===== config.mk =====
export PLATFORM = sky130hd
export DESIGN_NAME = rob_commit_buffer_flat
export DESIGN_NICKNAME = d
export VERILOG_FILES = /design/src/rtl/rob_commit_buffer_if.sv /design/src/rtl/rob_commit_buffer.sv /design/src/flat_wrapper.sv
export SDC_FILE = /design/constraint.sdc
export NUM_CORES = 1
export LEC_CHECK = 0
export CORE_ASPECT_RATIO = 1.2
export CORE_MARGIN = 1.5
export CORE_UTILIZATION = 30
export DETAILED_ROUTE_END_ITERATION = 8
export PLACE_DENSITY = 0.53
export SKIP_CTS_REPAIR_TIMING = 1
export SLEW_MARGIN = 20
export SYNTH_ARGS = -nofsm -noshare
export SYNTH_HDL_FRONTEND = slang
export SYNTH_SLANG_ARGS = --single-unit

===== constraint.sdc =====
create_clock -name clk -period 5.9 [get_ports clk]
set_clock_uncertainty 0.1 [all_clocks]
set_input_delay 1.18 -clock clk [delete_from_list [all_inputs] [get_ports clk]]
set_output_delay 1.18 -clock clk [all_outputs]
set_load 0.1 [all_outputs]

===== src/rtl/rob_commit_buffer_if.sv =====
// ============================================================================
// rob_commit_buffer_if : dispatch / CDB / read-port / commit bundle for the ROB
// Rev 1.0
// ============================================================================
`default_nettype none

interface rob_commit_buffer_if #(
  parameter int TAG_W  = 3,
  parameter int DATA_W = 32
);
  logic              alloc_valid;
  logic [4:0]        alloc_dest;
  logic              alloc_ready;
  logic [TAG_W-1:0]  alloc_tag;
  logic              cdb_valid;
  logic [TAG_W-1:0]  cdb_tag;
  logic [DATA_W-1:0] cdb_data;
  logic [TAG_W-1:0]  rd_tag_a;
  logic [TAG_W-1:0]  rd_tag_b;
  logic [DATA_W-1:0] rd_data_a;
  logic [DATA_W-1:0] rd_data_b;
  logic              rd_ready_a;
  logic              rd_ready_b;
  logic              commit_load;
  logic [4:0]        commit_dest;
  logic [DATA_W-1:0] commit_data;
  logic [TAG_W-1:0]  commit_tag;
  logic              empty;

  modport master (
    output alloc_valid, alloc_dest, cdb_valid, cdb_tag, cdb_data, rd_tag_a, rd_tag_b,
    input  alloc_ready, alloc_tag, rd_data_a, rd_data_b, rd_ready_a, rd_ready_b,
           commit_load, commit_dest, commit_data, commit_tag, empty
  );

  modport slave (
    input  alloc_valid, alloc_dest, cdb_valid, cdb_tag, cdb_data, rd_tag_a, rd_tag_b,
    output alloc_ready, alloc_tag, rd_data_a, rd_data_b, rd_ready_a, rd_ready_b,
           commit_load, commit_dest, commit_data, commit_tag, empty
  );
endinterface

`default_nettype wire


===== src/rtl/rob_commit_buffer.sv =====
// ============================================================================
// rob_commit_buffer : 8-entry in-order-retire ROB feeding a tagged regfile.
// Optional macro ROB_CDB_FWD_EN: read ports bypass the same-cycle CDB.
// Rev 1.0
// ============================================================================
`default_nettype none

module rob_commit_buffer #(
  parameter int TAG_W  = 3,
  parameter int DATA_W = 32
) (
  input  logic               clk,
  input  logic               rst,
  rob_commit_buffer_if.slave bus
);

  localparam int               DEPTH      = 1 << TAG_W;
  localparam logic [TAG_W:0]   FULL_COUNT = (TAG_W + 1)'(DEPTH);

  logic [DEPTH-1:0]  valid;
  logic [DEPTH-1:0]  done;
  logic [4:0]        dest [DEPTH];
  logic [DATA_W-1:0] data [DEPTH];
  logic [TAG_W-1:0]  head;
  logic [TAG_W-1:0]  tail;
  logic [TAG_W:0]    count;

  logic alloc_fire;
  logic cdb_hit;
  logic head_ready;
  logic hazard;
  logic commit;

  assign bus.alloc_ready = (count != FULL_COUNT);
  assign bus.alloc_tag   = tail;
  assign bus.empty       = (count == '0);

  assign alloc_fire = bus.alloc_valid && bus.alloc_ready;
  assign cdb_hit    = bus.cdb_valid && valid[bus.cdb_tag] && !done[bus.cdb_tag];
  assign head_ready = valid[head] && done[head];

  // The regfile gives load priority over allocate, so retiring into the register
  // that is being re-tagged this cycle would overwrite the fresh tag.
  assign hazard = alloc_fire && (bus.alloc_dest == dest[head]) && (dest[head] != 5'd0);
  assign commit = head_ready && !hazard;

  assign bus.commit_load = commit && (dest[head] != 5'd0);
  assign bus.commit_dest = dest[head];
  assign bus.commit_data = data[head];
  assign bus.commit_tag  = head;

  always_comb begin
    bus.rd_ready_a = valid[bus.rd_tag_a] && done[bus.rd_tag_a];
    bus.rd_data_a  = data[bus.rd_tag_a];
    bus.rd_ready_b = valid[bus.rd_tag_b] && done[bus.rd_tag_b];
    bus.rd_data_b  = data[bus.rd_tag_b];
`ifdef ROB_CDB_FWD_EN
    if (bus.cdb_valid && (bus.cdb_tag == bus.rd_tag_a) && valid[bus.rd_tag_a]) begin
      bus.rd_ready_a = 1'b1;
      bus.rd_data_a  = bus.cdb_data;
    end
    if (bus.cdb_valid && (bus.cdb_tag == bus.rd_tag_b) && valid[bus.rd_tag_b]) begin
      bus.rd_ready_b = 1'b1;
      bus.rd_data_b  = bus.cdb_data;
    end
`endif
  end

  // Slots touched by CDB, commit and alloc in one cycle never coincide: the CDB
  // needs a valid not-done entry, commit a done head, alloc a free tail.
  always_ff @(posedge clk) begin
    if (!rst) begin
      valid <= '0;
      done  <= '0;
      head  <= '0;
      tail  <= '0;
      count <= '0;
      for (int i = 0; i < DEPTH; i++) begin
        dest[i] <= '0;
        data[i] <= '0;
      end
    end else begin
      if (cdb_hit) begin
        data[bus.cdb_tag] <= bus.cdb_data;
        done[bus.cdb_tag] <= 1'b1;
      end
      if (commit) begin
        valid[head] <= 1'b0;
        done[head]  <= 1'b0;
        head        <= head + 1'b1;
      end
      if (alloc_fire) begin
        valid[tail] <= 1'b1;
        done[tail]  <= 1'b0;
        dest[tail]  <= bus.alloc_dest;
        tail        <= tail + 1'b1;
      end
      case ({alloc_fire, commit})
        2'b10:   count <= count + 1'b1;
        2'b01:   count <= count - 1'b1;
        default: count <= count;
      endcase
    end
  end

endmodule

`default_nettype wire


===== src/flat_wrapper.sv =====
// flat-port wrapper written by rule: the top's interface ports become plain ports
module rob_commit_buffer_flat 
#(
  parameter int TAG_W  = 3,
  parameter int DATA_W = 32
)
  (clk, rst, bus_alloc_valid, bus_alloc_dest, bus_cdb_valid, bus_cdb_tag, bus_cdb_data, bus_rd_tag_a, bus_rd_tag_b, bus_alloc_ready, bus_alloc_tag, bus_rd_data_a, bus_rd_data_b, bus_rd_ready_a, bus_rd_ready_b, bus_commit_load, bus_commit_dest, bus_commit_data, bus_commit_tag, bus_empty);
  rob_commit_buffer_if #(.TAG_W(TAG_W), .DATA_W(DATA_W)) bus_i ();
  input  logic clk;
  input  logic rst;
  input wire logic [$bits(bus_i.alloc_valid)-1:0] bus_alloc_valid;
  input wire logic [$bits(bus_i.alloc_dest)-1:0] bus_alloc_dest;
  input wire logic [$bits(bus_i.cdb_valid)-1:0] bus_cdb_valid;
  input wire logic [$bits(bus_i.cdb_tag)-1:0] bus_cdb_tag;
  input wire logic [$bits(bus_i.cdb_data)-1:0] bus_cdb_data;
  input wire logic [$bits(bus_i.rd_tag_a)-1:0] bus_rd_tag_a;
  input wire logic [$bits(bus_i.rd_tag_b)-1:0] bus_rd_tag_b;
  output wire logic [$bits(bus_i.alloc_ready)-1:0] bus_alloc_ready;
  output wire logic [$bits(bus_i.alloc_tag)-1:0] bus_alloc_tag;
  output wire logic [$bits(bus_i.rd_data_a)-1:0] bus_rd_data_a;
  output wire logic [$bits(bus_i.rd_data_b)-1:0] bus_rd_data_b;
  output wire logic [$bits(bus_i.rd_ready_a)-1:0] bus_rd_ready_a;
  output wire logic [$bits(bus_i.rd_ready_b)-1:0] bus_rd_ready_b;
  output wire logic [$bits(bus_i.commit_load)-1:0] bus_commit_load;
  output wire logic [$bits(bus_i.commit_dest)-1:0] bus_commit_dest;
  output wire logic [$bits(bus_i.commit_data)-1:0] bus_commit_data;
  output wire logic [$bits(bus_i.commit_tag)-1:0] bus_commit_tag;
  output wire logic [$bits(bus_i.empty)-1:0] bus_empty;
  assign bus_i.alloc_valid = bus_alloc_valid;
  assign bus_i.alloc_dest = bus_alloc_dest;
  assign bus_i.cdb_valid = bus_cdb_valid;
  assign bus_i.cdb_tag = bus_cdb_tag;
  assign bus_i.cdb_data = bus_cdb_data;
  assign bus_i.rd_tag_a = bus_rd_tag_a;
  assign bus_i.rd_tag_b = bus_rd_tag_b;
  assign bus_alloc_ready = bus_i.alloc_ready;
  assign bus_alloc_tag = bus_i.alloc_tag;
  assign bus_rd_data_a = bus_i.rd_data_a;
  assign bus_rd_data_b = bus_i.rd_data_b;
  assign bus_rd_ready_a = bus_i.rd_ready_a;
  assign bus_rd_ready_b = bus_i.rd_ready_b;
  assign bus_commit_load = bus_i.commit_load;
  assign bus_commit_dest = bus_i.commit_dest;
  assign bus_commit_data = bus_i.commit_data;
  assign bus_commit_tag = bus_i.commit_tag;
  assign bus_empty = bus_i.empty;
  rob_commit_buffer #(.TAG_W(TAG_W), .DATA_W(DATA_W)) u_core (.clk(clk), .rst(rst), .bus(bus_i));
endmodule

# [Word-level counts from Yosys, hierarchy flattened]
# Memory sizes are Yosys's and may differ from the RTL's. A register that Yosys moved wholly into a read port is not among the register bits.
# Index checks and enable logic that the tools add are counted.
[totals] ff_bits=26 ramBits=296 out_inout_bits=112 inputBits=50 mem_count=2
[classes] mux=48 reduce_logical=20 n_addsub=4 n_bitwise=7 magnitude_cmp=8 eq_ne=4
[mem_list] memory="u_core.data" depth=8 word_bits=32 rd=3 rd_clocked_by_memory_dff=1 write_ports=8 line_no="rob_commit_buffer.sv:23" source="logic [DATA_W-1:0] data [DEPTH];"
[mem_list] memory="u_core.dest" depth=8 word_bits=5 rd=1 rd_clocked_by_memory_dff=1 write_ports=8 line_no="rob_commit_buffer.sv:22" source="logic [4:0] dest [DEPTH];"
[op_table] operator="two-way mux 8 bit" count=8
[op_table] operator="two-way mux 32 bit" count=1
[op_table] operator="OR reduction 32 bit" count=1
[op_table] operator="AND 8 bit" count=3
[op_table] operator="binary-select mux 1 bit (select 3 bit)" count=8
[op_table] operator="< comparator 3 x 4 -> 1 bit (second input constant)" count=5
[op_table] operator="two-way mux 1 bit" count=20
[op_table] operator="two-way mux 3 bit" count=6
[op_table] operator="NOT 8 bit" count=2
[op_table] operator="OR 8 bit" count=2
[op_table] operator="logical AND 1 bit" count=13
[op_table] operator="demux 1 bit (select 3 bit)" count=3
[op_table] operator="greater-or-equal comparator 3 x 1 -> 1 bit (second input constant)" count=3
[op_table] operator="one-hot mux 4 bit (2 select lines)" count=1
[op_table] operator="adder 3 x 1 -> 3 bit (second input constant)" count=2
[op_table] operator="== test 5 bit" count=1
[op_table] operator="two-way mux 5 bit" count=1
[op_table] operator="nonzero test 5 bit" count=1
[op_table] operator="OR reduction 5 bit" count=1
[op_table] operator="adder 4 x 1 -> 4 bit (second input constant)" count=1
[op_table] operator="logical NOT 4 bit" count=1
[op_table] operator="inequality test 4 bit (second input constant)" count=1
[op_table] operator="subtractor 4 x 1 -> 4 bit (second input constant)" count=1
[op_table] operator="== test 2 x 1 -> 1 bit (second input constant)" count=1
[op_table] operator="other kinds (3)" count=4

# [Longest topological paths before layout]
[depth] word_depth=12 ltp_mapped=11

# [Least setup slack after synthesis]
# OpenSTA, ideal clock, no wires.
[synth_timing] kind="in2out" from="input bus_rd_tag_a[0]" to="output bus_rd_ready_a" path_stages=4 path_buffers=2 slack_ns=0.383 arrival_time_ns=4.237 t_required_ns=4.620 path_cell_list="clkbuf_1 -> buf_1 -> mux4_2 -> o21ai_0"
[synth_via] elab_chain_cells=3 word_cells_on_any_way=5 cone_classes="4 x mux; 1 x reduce/logical"
[synth_lines] item="from (decl)" line_no="flat_wrapper.sv:16" source="input wire logic [$bits(bus_i.rd_tag_a)-1:0] bus_rd_tag_a;"
[synth_lines] item="binary-select mux 1 bit (select 3 bit)" line_no="rob_commit_buffer.sv:53" source="bus.rd_ready_a = valid[bus.rd_tag_a] && done[bus.rd_tag_a];"
[synth_lines] item="two-way mux 1 bit (implied by the code)" line_no="rob_commit_buffer.sv:53"
[synth_lines] item="logical AND 1 bit (*)" line_no="rob_commit_buffer.sv:53"
[synth_lines] item="to (decl)" line_no="flat_wrapper.sv:22" source="output wire logic [$bits(bus_i.rd_ready_a)-1:0] bus_rd_ready_a;"
# Every way passes the cells marked *; elsewhere a longest branch is shown, timed or not. The select of a mux whose other input is x is not followed.

==> results.md <==
- Status: complete, no violations
- Routed wire per std cell: 26.23 um
- Tot Pwr: 6.114 mW
- Clock-pin slew on the worst setup and hold paths: 0.06 ns
- Layout Utilization: 0.3610
- Data required, critical path: 4.62 ns
- Starting density of the core: 0.3025
- Die area: 65,110 um^2
- Max IR drop VDD: 0.1671 mV
- Crit Path Max Fanout: 38
- RSZ-0062 raised after global routing: no
- Final nets: 1,453
- Pwr dens: 268.6 nW/um^2
- Worst slack, placed: 0.8011 ns
- Port Buffers: 161
- Final setup violation count: 0
- Cell Rows: 101
- GPL Wtd Cong: 0.8310
- Pins Over Slew Limit: 0
- CP Data Arrival Time: 3.65 ns
- DR vias: 11.95k
- Post-synth EDFFs: 296
- Initial antenna violation count: 2
- Sink Count: 325
- Most common cell after layout, fill and taps aside: edfxtp_1
- Clock latency at the later pin of the worst-skew pair: 0.56 ns
- Syn Std Cell Area: 19,080 um^2
- Seq cells post-synth: 325
- Layout Cells excl Fill: 2,250
- Chip Width: 233.2 um
- Number of global-route vias before repair: 12.38k
- Fmax: 202.9 MHz
- Average cell area after synthesis: 15.08 um^2
- Post-Syn Nets: 1,320
- Final cycle utilization of the critical path: 0.8353
- Setup TNS: 0 ns
- Max_cap viols: 0
- Critical path launch point type: register
- Final min period: 4.928 ns
- Drc violations: 0
- First-pass GRT wire length: 86,440 um
- Hold Crit Class: reg2reg
- Mapped Cells: 1,265
- Routed WL: 59,020 um
- Root cell of the clock tree: clkbuf_16
- Yosys cell types: 55
- YS warnings: 0
- Worst slew margin: 0.3067
- Vias per inst: 5.310
- Clk buf depth: 3
- Asr flop ratio synth: 0
- Kind of end point of the critical path: output port
- Setup CP Type: reg2out
- Worst slew pin tran: 1.032 ns
- Pin count of the biggest net entering global routing: 66
- Most frequent cells in the layout: 296 x edfxtp_1, 235 x and2_1, 205 x mux4_2, 100 x mux2_2, 97 x buf_4
- Global route overflow: 0
- Multi-input logic area: 9175 um^2
- Register area share after synthesis: 0.4964
- Core ar.: 63,060 um^2
- Post-Place Cells: 2,182
- Filler cell count: 5,932
- Synth Flop Type: edfxtp_1
- Worst Setup Slack, final: 0.9716 ns
- Inserted Clock Buffers: 38
- Routed Antenna Nets: 0
- Leak Pwr: 8.081 nW
- All-Layer GR Usage: 0.1832
- Layout area overhead: 19.34%
- H-Tree Depth: 2
- Chip height: 279.2 um
- Final hold vios: 0
- DR pass1 iterations: 6
- Register area: 9480 um^2
- CTS tree: done
- Initial DRC count: 816
- IO Count: 162
- Layout cells sized above 1: 0.3460
- DP HPWL: 37,370 um
## cell families (layout without fill, tap and decap cells)
kind of cell	Yosys count	after routing	share of synthesized area
buffers and inverters	124	284	0.02728
other	0	1	0
muxes	328	328	0.3145
xor gates and xnor gates	8	8	0.003673
DFF	325	325	0.4964
and+or+nand+nor	398	398	0.1239
AOI/OAI and AO/OA	77	77	0.03057
adders and majority gates	5	5	0.003673
## registers in the layout (all words and copies together), names as in the netlist, named ones only
register	count
u_core.data	256
u_core.dest	40
u_core.done	8
u_core.valid	8
u_core.count	4
u_core.bus.alloc_tag	3
u_core.bus.commit_tag	3
## per-stage QoR
step                      hold WS [ns]  cell area, um^2
after floorplan                 0.3633            19080
after detailed placement        0.3907            21590
after global placement          0.3833            21590
final                           0.3924            22770
after CTS                       0.4011            22760
after global routing            0.4280            22760
## synthesized netlist by cell type (8+ instances only)
master | n | area share
a21oi_1 | 20 | 0.0052
and2_1 | 235 | 0.077
and3_1 | 68 | 0.022
buf_1 | 18 | 0.0035
buf_2 | 26 | 0.0068
clkbuf_1 | 61 | 0.012
dfxtp_1 | 29 | 0.030
edfxtp_1 | 296 | 0.47
inv_1 | 15 | 0.0030
mux2_2 | 100 | 0.059
mux2i_1 | 20 | 0.010
mux4_2 | 205 | 0.24
nand2_1 | 35 | 0.0069
nand2b_1 | 11 | 0.0036
nand3_1 | 10 | 0.0026
nor2_1 | 16 | 0.0031
nor3_1 | 8 | 0.0021
o21ai_0 | 10 | 0.0026
## final timing paths
kind,start,end,slack (ns),cells past startpoint
hold reg to reg,u_core.count[2]$_SDFFE_PN0P_,u_core.count[2]$_SDFFE_PN0P_,0.39,2
hold / removal,u_core.count[2]$_SDFFE_PN0P_,u_core.count[2]$_SDFFE_PN0P_,0.39,2
setup / recovery,register,bus_commit_data[0],0.97,4
setup reg to reg,u_core.bus.commit_tag[0]$_SDFFE_PN0N_,u_core.count[3]$_SDFFE_PN0P_,2.55,10
## critical path, cell delays in order, from the launching register on
cell	delay, ns
dfxtp_4	0.87
buf_12	0.30
mux4_2	0.52
mux2_2	0.34
clkdlybuf4s50_1	0.99
## layout make-up
class                      count  area share
multi-input combinational    816      0.4030
inverter                      16    0.002638
tap                          824     0.04529
antenna                        1   0.0001099
clock inverter                18    0.006980
timing repair buffer         201     0.08101
sequential                   325      0.4164
clock buffer                  49     0.04452
## metal layers
metal	share of wire	vias to the layer above	track usage
met5	0.00022	-	0
met4	0.020	2	0.04582
met3	0.052	69	0.02911
met2	0.51	355	0.3160
met1	0.42	6255	0.2385
li1	-	5267	-
## power by group
group	switching, mW	total [mW]	internal, mW
sequential	0.0633	2.66	2.60
clock	0.946	2.29	1.34
combinational	0.811	1.17	0.357
total	1.82	6.11	4.29
No activity file was read; power rests on OpenSTA's default activity.
